<file path="src/rtl/pwm_modulator.sv">
// PWM output stage for one filter channel: a one-deep sample buffer feeds a fixed-period
// PWM whose duty code is swapped in only at period boundaries, so the pin never glitches.
module pwm_modulator #(
    parameter int DATA_W   = 16,
    parameter int CNT_W    = 8,
    parameter int PRESCALE = 1
) (
    input  logic              clk,
    input  logic              rst,
    input  logic              en,
    input  logic [DATA_W-1:0] s_data,
    input  logic              s_valid,
    output logic              s_ready,
    output logic              pwm_out,
    output logic              period_start
);

    localparam int               PSC_W    = (PRESCALE > 1) ? $clog2(PRESCALE) : 1;
    localparam logic [PSC_W-1:0] PSC_LAST = PSC_W'(PRESCALE - 1);
    // Period is 2**CNT_W-1 ticks, so the last count is all-ones minus one.
    localparam logic [CNT_W-1:0] CNT_LAST = {{(CNT_W-1){1'b1}}, 1'b0};

    function automatic logic [CNT_W-1:0] duty_code(input logic signed [DATA_W-1:0] sample);
        return {~sample[DATA_W-1], sample[DATA_W-2 -: CNT_W-1]};
    endfunction

    logic signed [DATA_W-1:0] w_sample;
    logic                     w_unused_lsbs;
    logic                     w_accept;
    logic                     w_first;
    logic                     w_tick;
    logic                     w_bnd;
    logic [PSC_W-1:0]         w_psc_next;
    logic [CNT_W-1:0]         w_cnt_next;
    logic [CNT_W-1:0]         w_duty_next;

    logic                     r_en_d;
    logic                     r_pend_vld;
    logic [CNT_W-1:0]         r_pend_duty;
    logic [CNT_W-1:0]         r_active;
    logic [CNT_W-1:0]         r_cnt;
    logic [PSC_W-1:0]         r_psc;

    assign w_sample      = s_data;
    assign w_unused_lsbs = ^w_sample[DATA_W-CNT_W-1:0];

    assign s_ready  = !r_pend_vld;
    assign w_accept = s_valid && s_ready;

    // A fresh period starts on the first enabled cycle as well as on the wrap tick.
    assign w_first = en && !r_en_d;
    assign w_tick  = en && (r_psc == PSC_LAST);
    assign w_bnd   = w_first || (w_tick && (r_cnt == CNT_LAST));

    always_comb begin
        w_psc_next  = '0;
        w_cnt_next  = '0;
        w_duty_next = (w_bnd && r_pend_vld) ? r_pend_duty : r_active;
        if (en && !w_first) begin
            w_psc_next = w_tick ? '0 : r_psc + 1'b1;
            if (w_bnd) begin
                w_cnt_next = '0;
            end else if (w_tick) begin
                w_cnt_next = r_cnt + 1'b1;
            end else begin
                w_cnt_next = r_cnt;
            end
        end
    end

    always_ff @(posedge clk or negedge rst) begin
        if (!rst) begin
            r_en_d       <= 1'b0;
            r_pend_vld   <= 1'b0;
            r_active     <= '0;
            r_cnt        <= '0;
            r_psc        <= '0;
            pwm_out      <= 1'b0;
            period_start <= 1'b0;
        end else begin
            r_en_d       <= en;
            r_active     <= w_duty_next;
            r_cnt        <= w_cnt_next;
            r_psc        <= w_psc_next;
            pwm_out      <= en && (w_cnt_next < w_duty_next);
            period_start <= w_bnd;
            // Accept only happens with pending empty, so it never races the drain.
            if (w_accept) begin
                r_pend_vld <= 1'b1;
            end else if (w_bnd) begin
                r_pend_vld <= 1'b0;
            end
        end
    end

    always_ff @(posedge clk) begin
        if (w_accept) begin
            r_pend_duty <= duty_code(w_sample);
        end
    end

endmodule

</file>
<file path="config.mk">
export PLATFORM = sky130hd
export DESIGN_NAME = pwm_modulator
export DESIGN_NICKNAME = d
export VERILOG_FILES = /design/src/rtl/pwm_modulator.sv
export SDC_FILE = /design/constraint.sdc
export NUM_CORES = 1
export LEC_CHECK = 0
export BUFFER_PORTS_ARGS = -buffer_cell sky130_fd_sc_hd__buf_4
export CAP_MARGIN = 20
export CORE_ASPECT_RATIO = 1.25
export CORE_MARGIN = 5
export CORE_UTILIZATION = 50
export DETAILED_ROUTE_END_ITERATION = 10
export GPL_ROUTABILITY_DRIVEN = 0
export PLACE_DENSITY_LB_ADDON = 0.05
export SYNTH_ARGS = -nofsm -noshare
export SYNTH_HDL_FRONTEND = slang
export SYNTH_SLANG_ARGS = --single-unit
</file>
<file path="constraint.sdc">
create_clock -name clk -period 6.2 [get_ports clk]
set_clock_uncertainty 0.2 [all_clocks]
set_input_delay 1.24 -clock clk [delete_from_list [all_inputs] [get_ports clk]]
set_output_delay 1.24 -clock clk [all_outputs]
set_load 0.01 [all_outputs]
</file>
# Yosys cells after proc, flatten, opt, wreduce, memory -nomap -nowiden
# Cells that the tools add are included.
# Widths: inputs -> output; s select.
dict set report word_totals {
  mem_bits_ro 0
  memories 0
  word_cells 34
  register_bits 29
  output_inout_bits 3
  mem_bits_rw 0
  input_bits 20
  latch_bits 0
}
dict set report classes {
  magnitude_cmp 1
  bitwise 2
  n_mux 8
  shifts 0
  n_reduce_logical 12
  add_sub_neg 2
  n_mul 0
  n_div 0
  eq_ne 1
}
# cell n
set ops {}
lappend ops {{$mux 8} 4}
lappend ops {{$add 8x1->8 const B} 1}
lappend ops {{$eq 8x8->1 const B} 1}
lappend ops {{$lt 8x8->1} 1}
lappend ops {{$logic_and 1x1->1} 7}
lappend ops {{$mux 1} 4}
lappend ops {{$logic_not 1->1} 3}
lappend ops {{$not 1->1} 2}
lappend ops {{$reduce_bool 2->1} 1}
lappend ops {{$add 1x1->1 const B} 1}
lappend ops {{$logic_or 1x1->1} 1}

# Depth between registers and ports, before layout
dict set report logic_depth {
  depth_word 8
  mapped_depth 12
}

# Worst setup path before layout
# Ideal clock, no wire load.
dict set report synth_path {
  path_type {in2reg}
  startpoint {in en}
  endpoint {reg pwm_out}
  t_arrival_ps 2911
  slack_ps 2986
  required_ps 5896
  setup_ps 104
  path_stages 10
  path_cell_list {nand2b_2 o31ai_4 nand2_2 buf_6 mux2i_1 ha_1 a211oi_1 o211a_1 nand2_1 o41ai_2}
}
dict set report synth_via {
  elab_chain_cells 7
}
# item line_no
set synth_rtl {}
lappend synth_rtl {{from (decl)} 10} ;# input logic en,
lappend synth_rtl {{$logic_and 1x1->1} 52} ;# assign w_tick = en && (r_psc == PSC_LAST);
lappend synth_rtl {{$logic_and 1x1->1} 53} ;# assign w_bnd = w_first || (w_tick && (r_cnt == CNT_LAST));
lappend synth_rtl {{$logic_or 1x1->1 (*)} 53}
lappend synth_rtl {{named net w_bnd} 32} ;# logic w_bnd;
lappend synth_rtl {{$mux 8 / $logic_and 1x1->1 (equally long branches)} {61, 58}}
lappend synth_rtl {{$mux 8 (on tied branches)} {59, 58}}
lappend synth_rtl {{$lt 8x8->1 (*)} 85} ;# pwm_out <= en && (w_cnt_next < w_duty_next);
lappend synth_rtl {{$logic_and 1x1->1 (*)} 85}
lappend synth_rtl {{to (signal assigned)} 85}
lappend synth_rtl {{to (decl)} 14} ;# output logic pwm_out,
# The timed path passes the listed nets; every way through them passes the cells marked *.
# A chain may end at the register's enable or synchronous reset.

# Worst setup path in the final report
# Ends and elaborated chain as after synthesis.

==> PnR_summary.wiki <==
{| class="wikitable"
! Metric !! Value
|-
| Status || completed
|-
| Worst-case vdd ir drop || between 200 and 250 uV
|-
| Crit-path max FO || 14
|-
| Total number of clock tree sinks || 29
|-
| Predominant post-synthesis flop cell || dfrtp_1
|-
| 1st-pass router iterations || 4
|-
| Slowest library cell on the worst path || o31ai_4
|-
| Iter 0 DRT Violations || 17
|-
| Area fraction of the dominant cell type after synthesis || between 30% and 40%
|-
| Max Freq || 0.297 GHz
|-
| Seq cells post-synth || 29
|-
| Max incr delay on CP || slightly above 300 ps
|-
| Die height || approximately 70 um
|-
| Overall Global Routing Usage || about an eighth
|-
| Overall power after layout || 447 uW
|-
| Clock input transition at the sequential cells of the worst setup and hold paths || ~80 ps
|-
| CP Data Arrival Time || roughly 3400 ps
|-
| Setup repair after global routing missed its margin || false
|-
| Tightest Hold Check Type || flip-flop to flip-flop
|-
| Antenna diodes || 0
|-
| Cells traversed along the worst timing path || buf_4 > nand2b_2 > o31ai_4 > nand2_2 > mux2i_1 > ha_1 > a211oi_1 > o211a_1 > nand2_1 > o41ai_2
|-
| Period Utilization, post-route || 54.3%
|-
| Antenna-violating nets left || 0
|-
| Dominant cells by area after synthesis || dfrtp_1 (36%), edfxtp_1 (16%), ha_1 (7.7%)
|-
| Average cell area after synthesis || roughly 13 um2
|-
| Final-report max-slew violation count || 0
|-
| Cts bufs inserted || 5
|-
| Final routed DRC violation total || 0
|-
| Slew headroom || between 40% and 50%
|-
| Core footprint || approximately 2900 um2
|-
| Fraction of synthesis flops using an asynchronous set or reset pin || a little over 70%
|-
| Number of global-route vias before repair || a little over 900
|-
| Setup repair bufs after CTS || 0
|-
| Area delta synth->final || 13.6%
|-
| Largest net degree at the start of global routing || 22
|-
| Number of instances resized during post-cts repair || 0
|-
| WS Path Type || input pin to flip-flop
|-
| Number of nets in the layout || roughly 160
|-
| Clock period minus worst slack || 3370 ps
|-
| Cell taking the most area after synthesis || dfrtp_1
|-
| Antenna violations before repair || 0
|-
| PwrDens || between 200 and 300 nW/um2
|-
| Part of the Yosys area used for sequential elements || between 50% and 60%
|-
| Startpoint type of the worst setup path || input pin
|-
| Total non-filler cell area in the finished layout || 1650 um2
|-
| Synthesized netlist net count || roughly 140
|-
| Number of distinct library cells after synthesis || 39
|-
| Worst Setup End Kind || flip-flop
|-
| Setup slack, reg-to-reg || about 3200 ps
|-
| Number of enable flip-flop cells after synthesis || 8
|-
| Number of core rows || 22
|-
| Final setup TNS || 0 ps
|-
| Worst Tran Pin Value || around 760 ps
|-
| Required time worst endpoint || 6210 ps
|-
| Cell Area, Placed || about 1600 um2
|-
| GRT overflow || 0
|-
| Global-route wire length before repair || 3960 um
|-
| I/O pins || 23
|-
| Max Cap Violations || 0
|-
| Die Width || between 50 and 60 um
|-
| Synthesis warning total || 0
|-
| Wire length after detailed routing || between 2000 and 2500 um
|-
| Via density || 5.35
|-
| Leakage power figure || ~0.74 nW
|-
| Fraction of final layout cells sized beyond drive strength 1 || a little over a quarter
|-
| Number of buffers between clock root and the deepest sink || 2
|-
| H-tree depth || 2
|-
| Fin. Hold Viols || 0
|-
| Most frequent cells in the layout || dfrtp_1 (21), buf_4 (14), ha_1 (9)
|-
| HPWL reported at the end of detailed placement || between 1500 and 2000 um
|-
| Effective utilization at floorplan || between 50% and 60%
|-
| Kind of cell adding the most delay to the critical path || compound AO/OA/AOI/OAI gates
|-
| Most common cell after layout, fill and taps aside || dfrtp_1
|-
| Clock tree from TritonCTS || yes
|-
| Count of hold-fix buffers inserted at cts || 0
|-
| Clock insertion delay at the later pin of the skew report || between 300 and 400 ps
|-
| Die Outline Area || just over 4000 um2
|-
| Number of buffer and inverter stages on the critical path || 1
|-
| Buffer cell driving the clock tree root || clkbuf_4
|-
| Buffers added on ports || 14
|-
| Routed len/inst || 13.6 um
|-
| Mapped Cells || 113
|-
| Vias || 910
|-
| Post-synthesis instance area || about 1500 um2
|-
| Number of failing setup endpoints in the final timing report || 0
|}
report_power, final:
part	total [mW]	internal [mW]	switching, mW
combinational	0.0927	0.0507	0.0420
clock	0.112	0.0558	0.0565
sequential	0.242	0.226	0.0159
total	0.447	0.332	0.114
per-stage QoR:
step	instances	worst slack, ps	utilization, %	hold WS, ps
final	170	2830	57.8	301
after CTS	170	2800	57.8	311
after global placement	162	2540	55.7	270
after detailed placement	162	2480	55.7	290
after global routing	170	2630	57.8	321
after floorplan	113	2990	-	259
registers in the layout, summed over array words and instances (netlist names):
register      cells
r_active          8
r_cnt             8
r_pend_duty       8
period_start      1
pwm_out           1
r_en_d            1
r_pend_vld        1
r_psc             1
cell type report:
class | count | area (um2)
Clock buffer | 8 | 58.8
Fill cell | 251 | 1210
Inverter | 5 | 18.8
Multi-Input combinational cell | 78 | 661
Sequential cell | 29 | 766
Tap cell | 36 | 45.0
Timing Repair Buffer | 14 | 105
cells by family after synthesis:
family,Yosys count,synth area share [%]
mux,14,11.0
fa+ha+maj,9,7.73
simple gates,31,12.9
other cells,1,0.257
compound gates,18,10.5
xor+xnor,5,3.01
flops,29,52.6
buf+inv,6,2.06
metal layers:
metal  track usage (%)  wire [um]
met5                 0          0
met4              7.99         70
met3              4.62        114
met2              21.7       1190
met1              13.7        931
path summary, 6_finish.rpt:
check / from / end / cells past startpoint
min in group asynchronous: rst / r_active[7]$_DFF_PN0_ / 1
hold reg to reg: r_pend_duty[5]$_DFFE_PP_ / r_active[5]$_DFF_PN0_ / 1
hold / removal: r_pend_duty[5]$_DFFE_PP_ / r_active[5]$_DFF_PN0_ / 1
max in group asynchronous: rst / r_cnt[2]$_DFF_PN0_ / 1
setup / recovery: en / pwm_out$_DFF_PN0_ / 10
setup reg to reg: r_cnt[0]$_DFF_PN0_ / pwm_out$_DFF_PN0_ / 11
synthesized netlist by cell type, types with 3 or more instances:
cell type / instances
dfrtp_1: 21
ha_1: 9
a21oi_1: 5
mux2i_1: 7
mux2_2: 3
nor2_1: 5
edfxtp_1: 8
inv_1: 5
mux2_4: 3
xnor2_1: 3
nand2_1: 6
o21ai_0: 4
Note: power is estimated with default switching activity, not from simulation.
